### config.mk
export PLATFORM = sky130hd
export DESIGN_NAME = sequenciador_decod
export DESIGN_NICKNAME = d
export VERILOG_FILES = /design/src/rtl/sequenciador_decod.sv
export SDC_FILE = /design/constraint.sdc
export NUM_CORES = 1
export LEC_CHECK = 0
export CAP_MARGIN = 15
export CORE_ASPECT_RATIO = 1.75
export CORE_MARGIN = 2
export CORE_UTILIZATION = 47
export DETAILED_ROUTE_END_ITERATION = 10
export PLACE_DENSITY_LB_ADDON = 0.3
export SETUP_SLACK_MARGIN = 0.2
export SYNTH_ARGS = -nofsm -noshare
export SYNTH_HDL_FRONTEND = slang
export SYNTH_SLANG_ARGS = --single-unit
export TNS_END_PERCENT = 1
### constraint.sdc
create_clock -name clk -period 2 [get_ports clk]
set_input_delay 0.4 -clock clk [delete_from_list [all_inputs] [get_ports clk]]
set_output_delay 0.4 -clock clk [all_outputs]
set_load 0.005 [all_outputs]
### src/rtl/sequenciador_decod.sv
// Session controller and round-robin arbiter feeding one 7-bit symbol decoder from two sources.
// Define SEQ_DECOD_TIMEOUT_EN to abort a session after TIMEOUT idle cycles in RECV.
module sequenciador_decod #(
    parameter int unsigned MAX_SIMB = 8,
    parameter int unsigned TIMEOUT  = 16
) (
    input  logic       clk,
    input  logic       Reset,
    input  logic       ReqA,
    input  logic       ReqB,
    input  logic       ValidA,
    input  logic       ValidB,
    input  logic [6:0] SimboloA,
    input  logic [6:0] SimboloB,
    output logic       ReadyA,
    output logic       ReadyB,
    output logic       GntA,
    output logic       GntB,
    output logic [6:0] Dec_Entrada,
    output logic       Dec_Controle,
    output logic       Dec_Reset,
    input  logic [3:0] Dec_Saida,
    output logic       Fim,
    output logic [3:0] Codigo,
    output logic       Erro,
    output logic       Ocupado
);

    localparam int unsigned SYM_W = 7;
    localparam int unsigned OUT_W = 4;
    localparam int unsigned CNT_W = $clog2(MAX_SIMB + 1);

    localparam logic [OUT_W-1:0] SAIDA_ERRO  = OUT_W'(8);
    localparam logic [OUT_W-1:0] SAIDA_ACC_0 = OUT_W'(9);
    localparam logic [OUT_W-1:0] SAIDA_ACC_1 = OUT_W'(10);
    localparam logic [CNT_W-1:0] CNT_MAX     = CNT_W'(MAX_SIMB);

    if (MAX_SIMB == 0 || TIMEOUT == 0) begin : g_bad_params
        $error("sequenciador_decod: MAX_SIMB and TIMEOUT must be at least 1");
    end

    typedef enum logic [2:0] {
        IDLE,
        LIMPA,
        RECV,
        EMITE,
        CHECA,
        FIM
    } state_t;

    state_t           state, state_n;
    logic             sel, sel_n;       // granted source: 0 = A, 1 = B
    logic             ptr, ptr_n;       // source favoured when both request
    logic [CNT_W-1:0] cnt, cnt_n;

    logic             gnt_a_n, gnt_b_n, ready_a_n, ready_b_n;
    logic [SYM_W-1:0] dec_entrada_n;
    logic             dec_controle_n, dec_reset_n, fim_n, erro_n, ocupado_n;
    logic [OUT_W-1:0] codigo_n;

    logic             pick_b, sel_req, sel_valid, sel_ready, xfer;
    logic [SYM_W-1:0] sel_sym;
    logic             close, close_err;

`ifdef SEQ_DECOD_TIMEOUT_EN
    localparam int unsigned WAIT_W = $clog2(TIMEOUT + 1);
    logic [WAIT_W-1:0] wait_cnt, wait_n;
`endif

    assign pick_b    = ReqB & (~ReqA | ptr);
    assign sel_req   = sel ? ReqB     : ReqA;
    assign sel_valid = sel ? ValidB   : ValidA;
    assign sel_ready = sel ? ReadyB   : ReadyA;
    assign sel_sym   = sel ? SimboloB : SimboloA;
    assign xfer      = sel_valid & sel_ready;

    // Next-state and next-output logic; every output is the registered copy of its *_n value.
    always_comb begin
        state_n        = state;
        sel_n          = sel;
        ptr_n          = ptr;
        cnt_n          = cnt;
        gnt_a_n        = GntA;
        gnt_b_n        = GntB;
        ocupado_n      = Ocupado;
        dec_entrada_n  = Dec_Entrada;
        codigo_n       = Codigo;
        erro_n         = Erro;
        dec_controle_n = 1'b0;
        dec_reset_n    = 1'b0;
        fim_n          = 1'b0;
        close          = 1'b0;
        close_err      = 1'b0;
`ifdef SEQ_DECOD_TIMEOUT_EN
        wait_n         = '0;
`endif

        case (state)
            IDLE: begin
                if (ReqA || ReqB) begin
                    sel_n       = pick_b;
                    gnt_a_n     = ~pick_b;
                    gnt_b_n     = pick_b;
                    ocupado_n   = 1'b1;
                    dec_reset_n = 1'b1;
                    state_n     = LIMPA;
                end
            end
            LIMPA: begin
                cnt_n   = '0;
                state_n = RECV;
            end
            RECV: begin
                if (xfer) begin
                    dec_entrada_n  = sel_sym;
                    cnt_n          = (cnt == CNT_MAX) ? cnt : cnt + CNT_W'(1);
                    dec_controle_n = 1'b1;
                    state_n        = EMITE;
                end else if (!sel_req) begin
                    close     = 1'b1;
                    close_err = 1'b1;
                end
`ifdef SEQ_DECOD_TIMEOUT_EN
                else if (wait_cnt == WAIT_W'(TIMEOUT - 1)) begin
                    close     = 1'b1;
                    close_err = 1'b1;
                end else begin
                    wait_n = wait_cnt + WAIT_W'(1);
                end
`endif
            end
            EMITE: begin
                state_n = CHECA;
            end
            CHECA: begin
                if (Dec_Saida == SAIDA_ACC_0 || Dec_Saida == SAIDA_ACC_1) begin
                    close = 1'b1;
                end else if (Dec_Saida == SAIDA_ERRO || cnt == CNT_MAX) begin
                    close     = 1'b1;
                    close_err = 1'b1;
                end else begin
                    state_n = RECV;
                end
            end
            FIM: begin
                ptr_n   = ~sel;
                state_n = IDLE;
            end
            default: begin
                state_n = IDLE;
            end
        endcase

        // Session close: Fim, Codigo and Erro become visible together with the grant release.
        if (close) begin
            state_n   = FIM;
            fim_n     = 1'b1;
            codigo_n  = Dec_Saida;
            erro_n    = close_err;
            gnt_a_n   = 1'b0;
            gnt_b_n   = 1'b0;
            ocupado_n = 1'b0;
        end

        ready_a_n = (state_n == RECV) & ~sel_n;
        ready_b_n = (state_n == RECV) & sel_n;
    end

    always_ff @(posedge clk or negedge Reset) begin
        if (!Reset) begin
            state        <= IDLE;
            sel          <= 1'b0;
            ptr          <= 1'b0;
            cnt          <= '0;
            GntA         <= 1'b0;
            GntB         <= 1'b0;
            ReadyA       <= 1'b0;
            ReadyB       <= 1'b0;
            Dec_Entrada  <= '0;
            Dec_Controle <= 1'b0;
            Dec_Reset    <= 1'b1;
            Fim          <= 1'b0;
            Codigo       <= '0;
            Erro         <= 1'b0;
            Ocupado      <= 1'b0;
        end else begin
            state        <= state_n;
            sel          <= sel_n;
            ptr          <= ptr_n;
            cnt          <= cnt_n;
            GntA         <= gnt_a_n;
            GntB         <= gnt_b_n;
            ReadyA       <= ready_a_n;
            ReadyB       <= ready_b_n;
            Dec_Entrada  <= dec_entrada_n;
            Dec_Controle <= dec_controle_n;
            Dec_Reset    <= dec_reset_n;
            Fim          <= fim_n;
            Codigo       <= codigo_n;
            Erro         <= erro_n;
            Ocupado      <= ocupado_n;
        end
    end

`ifdef SEQ_DECOD_TIMEOUT_EN
    always_ff @(posedge clk or negedge Reset) begin
        if (!Reset) begin
            wait_cnt <= '0;
        end else begin
            wait_cnt <= wait_n;
        end
    end
`endif

endmodule

==> results.md, run 1 <==
* Status: finished, final reports clean
* H-tree levels at 2
* Post-synthesis cell type count at 49
* Startpoint types: register
* Worst Path Required at 2.20 ns
* Multiplexer area fraction after synthesis at 9.08%
* Buffers on Ports at 43
* Sequential-to-total area share from yosys stat at 47.1%
* Synth top area cells: dfrtp_1 45%, mux2i_1 5.2%, a21oi_1 3.9%
* Vias at 1290
* 1st-pass router iterations at 4
* Synth Area in Compound Gates at 17.3%
* Tmin final at 1.78 ns
* Initial Util at 49.1%
* IO Count at 44
* Mapped Cells at 142
* Final Max Slew Viols at 0
* Worst r2r src: cnt[0]$_DFFE_PN0P_
* DR vias/cell at 5.38
* MaxCap Viol Count at 0
* Peak supply drop at 0.717 mV
* Top Family by Delay on Critical Path: simple AND/OR/NAND/NOR gates
* Row count at 27
* CTS clock-pin slew for the worst setup and hold paths at 0.06 ns
* Crit Path Class: register to register
* Simple-gate area share of the yosys netlist at 20.1%
* R2R depth at 7
* Layout area overhead at 39.1%
* CP max FO at 8
* Adder-Cell Fraction of Synth Area at 1.62%
* Worst slack at placement at -0.00331 ns
* Worst Setup End Kind: register
* ANT cells at 0
* PD cells at 1370 mW/mm^2
* Core area at 0.00314 mm^2
* CP max stage delay at 0.42 ns
* Final #Nets at 223
* Die height at 79.8 um
* Worst Hold Class: input port to asynchronous set/reset pin
* Count leader, synth: dfrtp_1
* CTS tree: done
* Fmax at 0.560 GHz
* GRT Total Usage at 22.6%
* Crit share post-route at 89.2%
* Post-synth top flop: dfrtp_1
* Seq cells post-synth at 29
* Relative slew slack at 74.0%
* Worst-path cell chain: inv_1, ha_1, and3b_2, a211oi_1, o22ai_1, buf_4, nor3b_2
* Post-Synth XOR/XNOR Area at 0%
* Cell Area, Synth at 0.00154 mm^2
* Final wirelength at 3610 um
* Final Hold Viols at 0
* Worst Path Arrival at 1.98 ns
* Post-CTS Setup Inserts at 0
* Share of layout cells above drive strength 1 at 19.3%
* Post-detailed-route wirelength per cell at 15.0 um
* Final TNS setup at 0 ns
* Worst Tran Pin Value at 0.387 ns
* Syn_nets at 168
* Setup Skew at 0.00690 ns
* RSZ-0062 raised after global routing: true
* Pleak at 0.942 nW
* Die area at 0.00378 mm^2
* Fill count at 249
* Final setup vio count at 0
* Async S/R FF share, synth at 100%
* Die width at 47.3 um
* First-pass GRT wire length at 6070 um
* Synth top cells by count: 28 x dfrtp_1, 14 x nor2_1, 12 x a21oi_1
* Clock tree buffer depth at 2
* Post-route ant nets at 0
* CTS Root Cell: clkbuf_8
* EDFF count, synth at 0
* Slack of the critical path at 0.215 ns
* Avg Inst Size Synth at 10.9 um^2
* Synth top area share at 45.4%
* Starting DRT DRC Count at 17
* Global placement routability congestion at 0.808
* Vias in the first global route at 1348
* Critical path's slowest cell: dfrtp_1
* Buffers plus inverters on the worst setup path at 2
* Largest net degree at the start of global routing at 30
* Clk_lat worst skew at 0.28 ns
* Area leader, netlist: dfrtp_1
* CTS buffer count at 5
* Initial antenna violation count at 0
* # DRC at 0
* Synth Warn # at 0
* Clock sinks at 29
* Placed wire-length estimate at 2790 um
* Reg2reg setup slack at 0.22 ns
* Total grt overflow at 0
* Worst reg2reg endpoint: ReadyB$_DFF_PN0_
* Combinational family with the most area after synthesis: simple AND/OR/NAND/NOR gates
## layer usage
layer	routed length [um]	GRT usage, %
met1	1260	23.1
met2	2060	39.3
met3	189	7.24
met4	104	9.44
met5	0	0
## cells in the final DEF (no fill, tap or decap), types with 5 or more instances in the layout
| master | synthesis | routed |
|---|---|---|
| a21oi_1 | 12 | 12 |
| clkdlybuf4s50_1 | 0 | 43 |
| buf_4 | 1 | 12 |
| mux2i_1 | 8 | 8 |
| clkbuf_8 | 0 | 6 |
| nand3_1 | 5 | 5 |
| dfrtp_1 | 28 | 28 |
| nand2_1 | 5 | 5 |
| nor2_1 | 14 | 14 |
| o21ai_0 | 7 | 7 |
## stage by stage
stage	area (um^2)	utilization, %	total power, mW	instances	hold slack (ns)
finish	2150	68.3	2.94	240	0.509
detailed placement	2060	65.6	2.46	233	0.497
CTS	2150	68.3	2.96	240	0.515
global placement	2060	65.6	2.39	233	0.492
floorplan	1540	-	1.83	142	0.104
global route	2150	68.3	3.13	240	0.532
## where the power goes
group	switching [mW]	leakage, nW	internal, mW
logic	0.609	0.534	0.832
clock network	0.210	0.0443	0.272
registers	0.175	0.364	0.840
## cell type report
| cell class | count | area (um^2) | area share (%) |
|---|---|---|---|
| sequential | 29 | 727 | 33.9 |
| multi-input combinational | 102 | 744 | 34.7 |
| timing repair buffer | 55 | 520 | 24.2 |
| inverter | 4 | 15.0 | 0.699 |
| tap | 43 | 53.8 | 2.51 |
| clock buffer | 7 | 86.3 | 4.02 |
## cell families after synthesis
family	Yosys count
AND/OR/NAND/NOR	51
flip-flops	29
multiplexers	12
adder cells (fa/ha/maj)	2
AO/OA/AOI/OAI	37
buffers and inverters	11
## repair_timing
| item | 4_1_cts | 5_1_grt |
|---|---|---|
| resized for setup | 0 | 1 |
| setup endpoints to repair | 0 | 10 |
| hold buffers | 0 | 0 |
| endpoints found under the hold margin | 0 | 0 |
## worst max path at each step
stage	slack (ns)	end	cells after the start	startpoint
after floorplan	0.32	state[0]$_DFF_PN0_	7	cnt[0]$_DFFE_PN0P_
after detailed placement	-0.003	Codigo[1]$_DFFE_PN0P_	5	ReqB
after global routing	0.16	state[0]$_DFF_PN0_	6	cnt[0]$_DFFE_PN0P_
after global placement	0.06	Codigo[3]$_DFFE_PN0P_	5	ReqB
final	0.22	ReadyB$_DFF_PN0_	7	cnt[0]$_DFFE_PN0P_
after CTS	0.21	Codigo[1]$_DFFE_PN0P_	6	cnt[0]$_DFFE_PN0P_
## sequential cells by signal, indices dropped and copies added (netlist names), 3 cells and up
register,flops
state,3
Codigo,4
cnt,4
Dec_Entrada,7
## worst register-to-register path: stages (launching register included)
cell and delay (ns):
dfrtp_1 0.42, inv_1 0.09, ha_1 0.21, and3b_2 0.28
a211oi_1 0.26, o22ai_1 0.11, buf_4 0.16, nor3b_2 0.17
Power figures use the tool's default switching activity.
==> inputs of run 2 (changes only) <==
- CORE_UTILIZATION: 47 -> 50
- CTS_CLUSTER_DIAMETER: not set -> 30
- DONT_BUFFER_PORTS: not set -> 1
- GPL_ROUTABILITY_DRIVEN: not set -> 0
==> run 2 against run 1 <==
  * First-iteration DRC count fell by 5.9%
  * Worst hold slack worse by 0.25 ns
  * Count of clock-buffer cells in the layout is the same
  * Design area decreased by 19%
  * Global-route usage shrank 2.2 points
  * Critical path type unchanged
  * Sequential cell count unchanged
  * Critical endpoint is now state[0]$_DFF_PN0_
  * Largest power group is now registers
  * Fmax up 0.96%
==> results.md, run 2 (synthesized netlist as in run 1, its figures left out) <==
* Status: finished, final reports clean
* RSZ-0062 raised after global routing: true
* Final Hold Viols at 0 (unchanged)
* Most frequent cells in the layout: 28 x dfrtp_1, 14 x nor2_1, 12 x a21oi_1
* Vias in the first global route at 1160 (-14%)
* Total grt overflow at 0 (unchanged)
* Clock tree buffer depth at 2 (unchanged)
* DR vias/cell at 6.06 (+13%)
* Row count at 26 (-3.7%)
* Hold Slack at 0.262 ns (-0.248 ns)
* Max FFs per register at 7 (unchanged)
* Biggest registers after layout: Dec_Entrada: 7 flops, Codigo: 4 flops, cnt: 4 flops
* Worst Path Arrival at 1.93 ns (-0.05 ns)
* Fill count at 253 (+1.6%)
* Share of layout cells above drive strength 1 at 24.2% (+4.9 points)
* Tot Pwr at 2.67 mW (-9.0%)
* Worst Setup End Kind: register
* Vias at 1096 (-15%)
* Worst-path cell chain: inv_1, ha_1, and3b_2, a21oi_4, o22ai_4, or3_1
* Largest net degree at the start of global routing at 30 (unchanged)
* Layout area overhead at 12.1%
* # DRC at 0 (unchanged)
* Core area at 0.00293 mm^2 (-6.8%)
* Clk_lat worst skew at 0.28 ns (about the same)
* 1st-pass router iterations at 4 (unchanged)
* Buffers on Ports at 0 (-100%)
* Final TNS setup at 0 ns (unchanged)
* Worst Tran Pin Value at 0.427 ns (+0.0392 ns)
* Final #Nets at 178 (-20%)
* Initial Util at 52.7% (+3.6 points)
* IO Count at 44 (unchanged)
* Startpoint types: register
* Placed wire-length estimate at 2280 um (-19%)
* Pleak at 0.791 nW (-16%)
* Worst Path Required at 2.17 ns (-0.03 ns)
* Post-detailed-route wirelength per cell at 17.6 um (+17%)
* Post-route insts no fill at 181 (-25%)
* Tmin final at 1.77 ns (-0.0169 ns)
* Relative slew slack at 71.3% (-2.6 points)
* Reg with most FFs: Dec_Entrada
* CTS clock-pin slew for the worst setup and hold paths at 0.06 ns (about the same)
* CTS tree: done
* Clock sinks at 29 (unchanged)
* Crit share post-route at 88.4% (-0.85 points)
* Peak supply drop at 0.808 mV (+13%)
* DP Cell Count at 167 (-28%)
* Final setup vio count at 0 (unchanged)
* First-pass GRT wire length at 5300 um (-13%)
* Die height at 77.5 um (-2.9%)
* Dpl cell area at 0.00155 mm^2 (-25%)
* Die area at 0.00357 mm^2 (-5.6%)
* CTS Root Cell: clkbuf_8
* Fin area at 0.00173 mm^2 (-19%)
* GRT Total Usage at 20.3% (-2.2 points)
* Crit Path Class: register to register
* Starting DRT DRC Count at 16 (-1)
* MaxCap Viol Count at 0 (unchanged)
* Fmax at 0.566 GHz (+0.96%)
* PD cells at 1550 mW/mm^2 (+13%)
* CTS buffer count at 5 (unchanged)
* Final Max Slew Viols at 0 (unchanged)
* Post-route ant nets at 0 (unchanged)
* CP max stage delay at 0.42 ns (about the same)
* Critical path's slowest cell: dfrtp_1
* Commonest non-fill, non-tap cell in the layout: dfrtp_1
* Final wirelength at 3190 um (-12%)
* Die width at 46.0 um (-2.8%)
* Worst Hold Class: input port to register
* ANT cells at 0 (unchanged)
* Initial antenna violation count at 0 (unchanged)
* CP max FO at 7 (-1)
* H-tree levels at 2 (unchanged)
* Setup Skew at 0.00363 ns (-0.00327 ns)
-- run 2: per-layer routing --
metal / up-vias / share of wire (%) / global-route usage [%]
met5: - / 0 / 0
met4: 0 / 2.8 / 10.3
met3: 9 / 6.8 / 5.81
met2: 43 / 54 / 33.8
met1: 520 / 36 / 22.2
li1: 524 / - / -
-- run 2: final cells by class --
| cell class | instances | area (um^2) | share of cell area [%] |
|---|---|---|---|
| multi-input combinational | 102 | 747 | 43.2 |
| sequential | 29 | 727 | 42.0 |
| timing repair buffer | 10 | 90.1 | 5.21 |
| clock buffer | 7 | 86.3 | 4.99 |
| tap | 28 | 35.0 | 2.02 |
| clock inverter | 1 | 30.0 | 1.74 |
| inverter | 4 | 15.0 | 0.868 |
-- run 2: path summary, 6_finish.rpt --
| kind | start | end | slack, ns | cells after the start |
|---|---|---|---|---|
| worst max-delay path | cnt[0]$_DFFE_PN0P_ | state[0]$_DFF_PN0_ | 0.23 | 6 |
| worst min-delay path | Dec_Saida[1] | Codigo[1]$_DFFE_PN0P_ | 0.26 | 1 |
| worst max register to register | cnt[0]$_DFFE_PN0P_ | state[0]$_DFF_PN0_ | 0.23 | 6 |
| worst min register to register | ptr$_DFFE_PN0N_ | ptr$_DFFE_PN0N_ | 0.51 | 2 |
| max in group asynchronous | Reset | Dec_Reset$_DFF_PN1_ | 1.22 | 2 |
| min in group asynchronous | Reset | cnt[2]$_DFFE_PN0P_ | 0.55 | 2 |
-- run 2: critical path, delay by kind of cell (launching register included) --
kind                       cells  cell delay [ns]
and+or+nand+nor                2             0.65
DFF                            1             0.42
AOI/OAI and AO/OA              2             0.27
adders and majority gates      1             0.22
buffers and inverters          1             0.08
-- run 2: where the power goes --
| group | switching (mW) | leakage (nW) | internal (mW) |
|---|---|---|---|
| sequential | 0.222 | 0.364 | 0.841 |
| combinational | 0.477 | 0.368 | 0.503 |
| clock | 0.227 | 0.0585 | 0.406 |
-- run 2: repair_timing --
| item | 4_1_cts | 5_1_grt |
|---|---|---|
| setup buffers | 1 | 3 |
| endpoints found under the setup margin | 4 | 7 |
| hold endpoints to repair | 29 | 0 |
| pin swaps | 1 | 0 |
| gates cloned | 0 | 0 |
| gates resized for setup | 1 | 1 |
| hold buffers | 2 | 0 |
-- run 2: through the flow --
step | worst slack (ns) | util [%]
2_1_floorplan | 0.325 | -
3_3_place_gp | 0.272 | 52.9
3_5_place_dp | 0.166 | 52.9
4_1_cts | 0.245 | 58.2
5_1_grt | 0.128 | 59.1
6_report | 0.232 | 59.1
